==> config.mk <==
export PLATFORM = sky130hd
export DESIGN_NAME = traffic_light_ctrl
export DESIGN_NICKNAME = d
export VERILOG_FILES = /design/src/rtl/traffic_pkg.sv /design/src/rtl/tl_phase_timer.sv /design/src/rtl/traffic_light_ctrl.sv
export SDC_FILE = /design/constraint.sdc
export NUM_CORES = 1
export LEC_CHECK = 0
export CORE_MARGIN = 10
export CORE_UTILIZATION = 40
export DETAILED_ROUTE_END_ITERATION = 16
export PLACE_DENSITY_LB_ADDON = 0.08
export SLEW_MARGIN = 20
export SYNTH_ARGS = -nofsm -noshare
export SYNTH_HDL_FRONTEND = slang
export SYNTH_SLANG_ARGS = --single-unit
==> constraint.sdc <==
create_clock -name clk -period 6.3 [get_ports clk]
set_input_delay 1.89 -clock clk [delete_from_list [all_inputs] [get_ports clk]]
set_output_delay 1.89 -clock clk [all_outputs]
set_load 0.1 [all_outputs]
==> src/rtl/traffic_pkg.sv <==
// Shared state encodings and lamp constants for the traffic-light sequencer.
package traffic_pkg;

   typedef enum logic [1:0] {
      S_RED   = 2'd0,
      S_GRN   = 2'd1,
      S_YEL   = 2'd2,
      S_FLASH = 2'd3
   } state_t;

   localparam logic [2:0] LAMP_R   = 3'b100;
   localparam logic [2:0] LAMP_Y   = 3'b010;
   localparam logic [2:0] LAMP_G   = 3'b001;
   localparam logic [2:0] LAMP_OFF = 3'b000;

   // Lamp pattern shown on entry to a state ({r, y, g}).
   function automatic logic [2:0] lamp_of(input state_t s);
      logic [2:0] l;
      case (s)
         S_RED:   l = LAMP_R;
         S_GRN:   l = LAMP_G;
         S_YEL:   l = LAMP_Y;
         S_FLASH: l = LAMP_Y;
         default: l = LAMP_OFF;
      endcase
      return l;
   endfunction

endpackage

==> src/rtl/tl_phase_timer.sv <==
// Loadable down-counter that times each lamp phase and the flash half-period.
module tl_phase_timer #(
   parameter int               CNT_W   = 8,
   parameter logic [CNT_W-1:0] RST_VAL = '0
) (
   input  logic             clk,
   input  logic             rst_n,
   input  logic             load,
   input  logic [CNT_W-1:0] load_val,
   input  logic             dec,
   output logic [CNT_W-1:0] cnt,
   output logic             zero
);

   logic [CNT_W-1:0] cnt_r;

   // Load has priority over decrement; otherwise hold.
   always_ff @(posedge clk or negedge rst_n) begin
      if (!rst_n) begin
         cnt_r <= RST_VAL;
      end else if (load) begin
         cnt_r <= load_val;
      end else if (dec) begin
         cnt_r <= cnt_r - CNT_W'(1);
      end else begin
         cnt_r <= cnt_r;
      end
   end

   assign cnt  = cnt_r;
   assign zero = (cnt_r == CNT_W'(0));

endmodule

==> src/rtl/traffic_light_ctrl.sv <==
// Cyclic red/green/yellow sequencer with pedestrian shortening, freeze and
// a yellow-flash safe mode driven by the downstream lamp checker.
module traffic_light_ctrl
   import traffic_pkg::*;
#(
   parameter int RED_CYC    = 20,
   parameter int GRN_CYC    = 15,
   parameter int YEL_CYC    = 5,
   parameter int FLASH_HALF = 4,
   parameter int CNT_W      = 8
) (
   input  logic             clk,
   input  logic             rst_n,
   input  logic             en,
   input  logic             ped_req,
   input  logic             fault_in,
   output logic             lamp_r,
   output logic             lamp_y,
   output logic             lamp_g,
   output logic [CNT_W-1:0] remain,
   output logic             phase_done
);

   localparam logic [CNT_W-1:0] RED_LD = CNT_W'(RED_CYC - 1);
   localparam logic [CNT_W-1:0] GRN_LD = CNT_W'(GRN_CYC - 1);
   localparam logic [CNT_W-1:0] YEL_LD = CNT_W'(YEL_CYC - 1);
   localparam logic [CNT_W-1:0] FL_LD  = CNT_W'(FLASH_HALF - 1);
   localparam logic [CNT_W-1:0] PED_LD = CNT_W'(2);

   state_t           state_r;
   state_t           next_state_s;
   logic [2:0]       lamps_r;
   logic             ped_r;
   logic             phase_done_r;
   logic             ped_eff_s;
   logic             t_load_s;
   logic             t_dec_s;
   logic [CNT_W-1:0] t_val_s;
   logic [CNT_W-1:0] cnt_s;
   logic             zero_s;

   tl_phase_timer #(
      .CNT_W   (CNT_W),
      .RST_VAL (RED_LD)
   ) u_timer (
      .clk      (clk),
      .rst_n    (rst_n),
      .load     (t_load_s),
      .load_val (t_val_s),
      .dec      (t_dec_s),
      .cnt      (cnt_s),
      .zero     (zero_s)
   );

   // A request in the current cycle counts as already latched.
   assign ped_eff_s = ped_r | ped_req;

   // Successor in the normal R->G->Y->R rotation.
   always_comb begin
      case (state_r)
         S_RED:   next_state_s = S_GRN;
         S_GRN:   next_state_s = S_YEL;
         S_YEL:   next_state_s = S_RED;
         default: next_state_s = S_RED;
      endcase
   end

   // Timer control; in FLASH the same counter paces the yellow toggle.
   always_comb begin
      t_load_s = 1'b0;
      t_dec_s  = 1'b0;
      t_val_s  = RED_LD;
      if (fault_in) begin
         if ((state_r != S_FLASH) || zero_s) begin
            t_load_s = 1'b1;
            t_val_s  = FL_LD;
         end else begin
            t_dec_s = 1'b1;
         end
      end else if (state_r == S_FLASH) begin
         t_load_s = 1'b1;
         t_val_s  = RED_LD;
      end else if (!en) begin
         t_load_s = 1'b0;
      end else if (zero_s) begin
         t_load_s = 1'b1;
         case (next_state_s)
            S_GRN:   t_val_s = GRN_LD;
            S_YEL:   t_val_s = YEL_LD;
            default: t_val_s = RED_LD;
         endcase
      end else if ((state_r == S_GRN) && ped_eff_s && (cnt_s > PED_LD)) begin
         t_load_s = 1'b1;
         t_val_s  = PED_LD;
      end else begin
         t_dec_s = 1'b1;
      end
   end

   // Sequencer state, lamps, pedestrian latch and phase_done pulse.
   always_ff @(posedge clk or negedge rst_n) begin
      if (!rst_n) begin
         state_r      <= S_RED;
         lamps_r      <= LAMP_R;
         ped_r        <= 1'b0;
         phase_done_r <= 1'b0;
      end else if (fault_in) begin
         state_r      <= S_FLASH;
         ped_r        <= ped_eff_s;
         phase_done_r <= 1'b0;
         if (state_r != S_FLASH) begin
            lamps_r <= LAMP_Y;
         end else if (zero_s) begin
            lamps_r <= {1'b0, ~lamps_r[1], 1'b0};
         end else begin
            lamps_r <= lamps_r;
         end
      end else if (state_r == S_FLASH) begin
         state_r      <= S_RED;
         lamps_r      <= LAMP_R;
         ped_r        <= ped_req;
         phase_done_r <= 1'b0;
      end else if (!en) begin
         state_r      <= state_r;
         lamps_r      <= lamps_r;
         ped_r        <= ped_eff_s;
         phase_done_r <= 1'b0;
      end else if (zero_s) begin
         state_r      <= next_state_s;
         lamps_r      <= lamp_of(next_state_s);
         ped_r        <= (next_state_s == S_RED) ? ped_req : ped_eff_s;
         phase_done_r <= 1'b1;
      end else begin
         state_r      <= state_r;
         lamps_r      <= lamps_r;
         ped_r        <= ped_eff_s;
         phase_done_r <= 1'b0;
      end
   end

   assign lamp_r     = lamps_r[2];
   assign lamp_y     = lamps_r[1];
   assign lamp_g     = lamps_r[0];
   assign remain     = cnt_s;
   assign phase_done = phase_done_r;

endmodule

==> impl_results.md <==
* Result of the run: finished clean
* Number of top-level pins at 17
* Antenna Diode Count at 0
* Endpoints failing hold at 0
* Hold-fix buffers, CTS at 0
* Highest-delay cell along the critical path: sky130_fd_sc_hd__clkdlybuf4s50_1
* Kind of cell with the highest combined delay on the critical path: buffers and inverters
* Cts repair resizes at 0
* Total Routing Usage GR at 0.0963
* Launching element type of the critical path: register
* Max Transition Viols Final at 0
* Worst IR drop on VDD at 0.245 mV
* Die Y-Extent at 69.3 um
* Layout cell share with drive strength beyond 1 at 0.0787
* Post-DR vias/cell at 5.83
* Power per Cell Area at 345 nW/um^2
* Critical path class: register to output port
* CP required at 4.41 ns
* TritonCTS clock tree: done
* Fmax at 0.255 GHz
* Worst-path maximum fanout at 5
* Global route total overflow at 0
* Total negative slack for setup checks at 0 ns
* Number of setup violations in the final report at 0
* CP peak stage delay at 1.15 ns
* Standby leakage power at 0.462 nW
* Skew final at 0.00325 ns
* Worst-case reg-to-reg path depth at 6
* Sequential share of the synthesized area at 0.391
* Clk Latency, worst-skew pair at 0.28 ns
* Maximum level of the CTS H-tree at 1
* Transition time at the pin with the least slew margin at 0.978 ns
* Mean instance size in the synthesized netlist at 8.68 um^2
* CTS clk-pin slew, worst paths at 0.09 ns
* Number of antenna violations at the first check in global routing at 0
* Worst reg2reg path startpoint: u_timer.cnt[0]$_DFFE_PN1P_
* Count of flip-flops with a built-in enable after synthesis at 0
* Floorplan core area at 2250 um^2
* Number of placed instances with taps included at 151
* Final routed wire length divided by cell count at 15.2 um
* Pin count of the biggest net entering global routing at 16
* Root Driver: sky130_fd_sc_hd__clkbuf_4
* Worst setup path endpoint: remain[4]
* Unrepaired setup endpoints after global routing: false
* Synthesized area at 972 um^2
* Last weighted congestion value of the routability-driven placer at 0.833
* Final routed DRC violation total at 0
* Via count of the first global-routing pass at 861
* Number of nets in the layout at 137
* Effective utilization at floorplan at 0.431
* Die area at 4800 um^2
* Wire length of the first global-routing pass at 4020 um
* Capture point of the worst reg-to-reg path: u_timer.cnt[3]$_DFFE_PN0P_
* Logic depth of the worst path, buffers included at 1
* Placement row count at 17
* Post-DP HPWL at 1740 um
* Tightest slew margin relative to the limit at 0.346
* Crit path buf inv count at 1
* Area growth from synthesis to final layout at 20.8%
* Post-CTS Setup Repair Bufs at 0
* Final worst path period share at 0.623
* Crit end category: output port
* Number of buffers created by CTS at 3
* Hold Crit Class: register to register
* Reg-to-reg slack, setup at 4.03 ns
* Count of TritonRoute iterations in the first routing pass at 4
* Final critical delay including setup and external delays at 3.92 ns
* Async set or reset register ratio after synthesis at 1.00
* Cell count after synthesis at 112
* Total of buffers placed on input and output ports at 16
* Fill cell instance count of the final layout at 235
* Warning count from the yosys run at 0
* Starting DRT DRC Count at 25
* Synth unique cells at 36
* Worst Setup SP: u_timer.cnt[4]$_DFFE_PN1P_
* Total number of vias at 904
* Clk buf depth at 2
* Maxcap violations at 0
* Fin cells at 155
* Number of sinks on the clock net at 15
* Cell-by-cell trace of the critical path: clkdlybuf4s50_1
* Die X-Extent at 69.3 um
* Worst EP arrival at 2.03 ns
* Detailed-route wire length at 2350 um
* Count of state elements after synthesis at 15
* Main synth FF type: sky130_fd_sc_hd__dfrtp_1
* Final antenna-violating net count at 0
* Synth Net Count at 121
[worst min path at each step]
| stage | end | from | slack [ns] | cells after the start |
|---|---|---|---|---|
| floorplan | ped_r$_DFF_PN0_ | ped_r$_DFF_PN0_ | 0.48 | 2 |
| global placement | lamps_r[1]$_DFFE_PN0P_ | lamps_r[1]$_DFFE_PN0P_ | 0.51 | 1 |
| detailed placement | ped_r$_DFF_PN0_ | ped_r$_DFF_PN0_ | 0.51 | 2 |
| CTS | ped_r$_DFF_PN0_ | ped_r$_DFF_PN0_ | 0.53 | 2 |
| global route | lamps_r[1]$_DFFE_PN0P_ | lamps_r[1]$_DFFE_PN0P_ | 0.55 | 1 |
| finish | ped_r$_DFF_PN0_ | ped_r$_DFF_PN0_ | 0.53 | 2 |
[synthesized netlist by cell type, drive strengths merged, types with 2 or more instances]
cell type / number / area, um^2
nor2: 10 / 37.5
o22ai: 2 / 12.5
a22o: 2 / 17.5
dfstp: 4 / 105
o211ai: 3 / 22.5
or4: 4 / 30.0
nand3: 3 / 20.0
ha: 4 / 50.1
clkbuf: 5 / 18.8
nand2: 8 / 30.0
a21oi: 10 / 50.1
dfrtp: 11 / 275
o22a: 2 / 17.5
a31oi: 3 / 18.8
nand2b: 3 / 18.8
o21ai: 9 / 45.0
inv: 8 / 30.0
a21o: 2 / 15.0
nand4: 3 / 18.8
[worst register-to-register path: cells and delay by family, from the launching register on]
family | cells | cell delay (ns)
AOI/OAI and AO/OA | 3 | 1.02
buffers and inverters | 1 | 0.10
adders and majority gates | 1 | 0.26
and+or+nand+nor | 1 | 0.23
DFF | 1 | 0.56
[power breakdown]
part / internal [mW] / leakage [nW] / switching, mW
clock network: 0.0246 / 0.0150 / 0.0317
logic: 0.0590 / 0.266 / 0.155
registers: 0.115 / 0.181 / 0.0196
total: 0.199 / 0.462 / 0.206
[area by class of cell]
cell class | count | area [um^2] | area share
well taps | 28 | 35.0 | 0.0298
multi-input cells | 84 | 543 | 0.462
clock buffers | 4 | 26.3 | 0.0224
flip-flops and latches | 15 | 380 | 0.324
inverters | 8 | 30.0 | 0.0256
repair buffers | 16 | 160 | 0.136
[metrics by stage]
step	instance area (um^2)	total power, mW	worst slack (ns)	utilization	hold slack, ns
floorplan	972	0.302	3.01	-	0.476
global placement	1150	0.351	2.42	0.509	0.509
detailed placement	1150	0.351	2.38	0.509	0.512
CTS	1170	0.408	2.36	0.521	0.533
global route	1170	0.428	2.33	0.521	0.552
finish	1170	0.405	2.38	0.521	0.534
[cells in the final DEF, fill, tap and decap left out]
cell type and instances:
sky130_fd_sc_hd__nor2_1 10, sky130_fd_sc_hd__or4_1 4, sky130_fd_sc_hd__a21oi_1 10, sky130_fd_sc_hd__nor4_4 1, sky130_fd_sc_hd__nand3_2 1, sky130_fd_sc_hd__and3_1 1
sky130_fd_sc_hd__a22oi_1 1, sky130_fd_sc_hd__o41ai_1 1, sky130_fd_sc_hd__nor3_1 1, sky130_fd_sc_hd__nand3_1 2, sky130_fd_sc_hd__mux2i_1 1, sky130_fd_sc_hd__a22o_1 2
sky130_fd_sc_hd__a221oi_1 1, sky130_fd_sc_hd__o211ai_1 3, sky130_fd_sc_hd__o22a_1 2, sky130_fd_sc_hd__nand2_1 8, sky130_fd_sc_hd__a32oi_1 1, sky130_fd_sc_hd__a21o_1 2
sky130_fd_sc_hd__a221o_1 1, sky130_fd_sc_hd__xor2_1 1, sky130_fd_sc_hd__inv_1 8, sky130_fd_sc_hd__and2_1 1, sky130_fd_sc_hd__nand4_1 3, sky130_fd_sc_hd__clkbuf_4 3
sky130_fd_sc_hd__dfstp_2 4, sky130_fd_sc_hd__dfrtp_1 11, sky130_fd_sc_hd__o22ai_1 2, sky130_fd_sc_hd__a31oi_1 3, sky130_fd_sc_hd__o21a_1 1, sky130_fd_sc_hd__nand3b_1 1
sky130_fd_sc_hd__ha_1 4, sky130_fd_sc_hd__nor2b_1 1, sky130_fd_sc_hd__clkdlybuf4s50_1 16, sky130_fd_sc_hd__nor4bb_1 1, sky130_fd_sc_hd__clkbuf_1 1, sky130_fd_sc_hd__o21ai_0 9
sky130_fd_sc_hd__or2_2 1, sky130_fd_sc_hd__nand2b_1 3
[cell families after synthesis]
| logic type | share of synthesized area |
|---|---|
| xor gates and xnor gates | 0.00901 |
| adders and majority gates | 0.0515 |
| muxes | 0.0103 |
| DFF | 0.391 |
| buffers and inverters | 0.0502 |
| AOI/OAI and AO/OA | 0.257 |
| and+or+nand+nor | 0.230 |
[sequential cells by signal, indices dropped and copies added (netlist names)]
register	cells
lamps_r	3
ped_r	1
phase_done	1
state_r	2
u_timer.cnt	8
[layer usage]
| layer | global-route usage | up-vias | share of wire |
|---|---|---|---|
| li1 | - | 450 | - |
| met5 | 0 | - | 0 |
| met4 | 0.0399 | 0 | 0.0098 |
| met2 | 0.141 | 16 | 0.44 |
| met3 | 0.0285 | 4 | 0.054 |
| met1 | 0.127 | 434 | 0.49 |
Power figures use the tool's default switching activity.
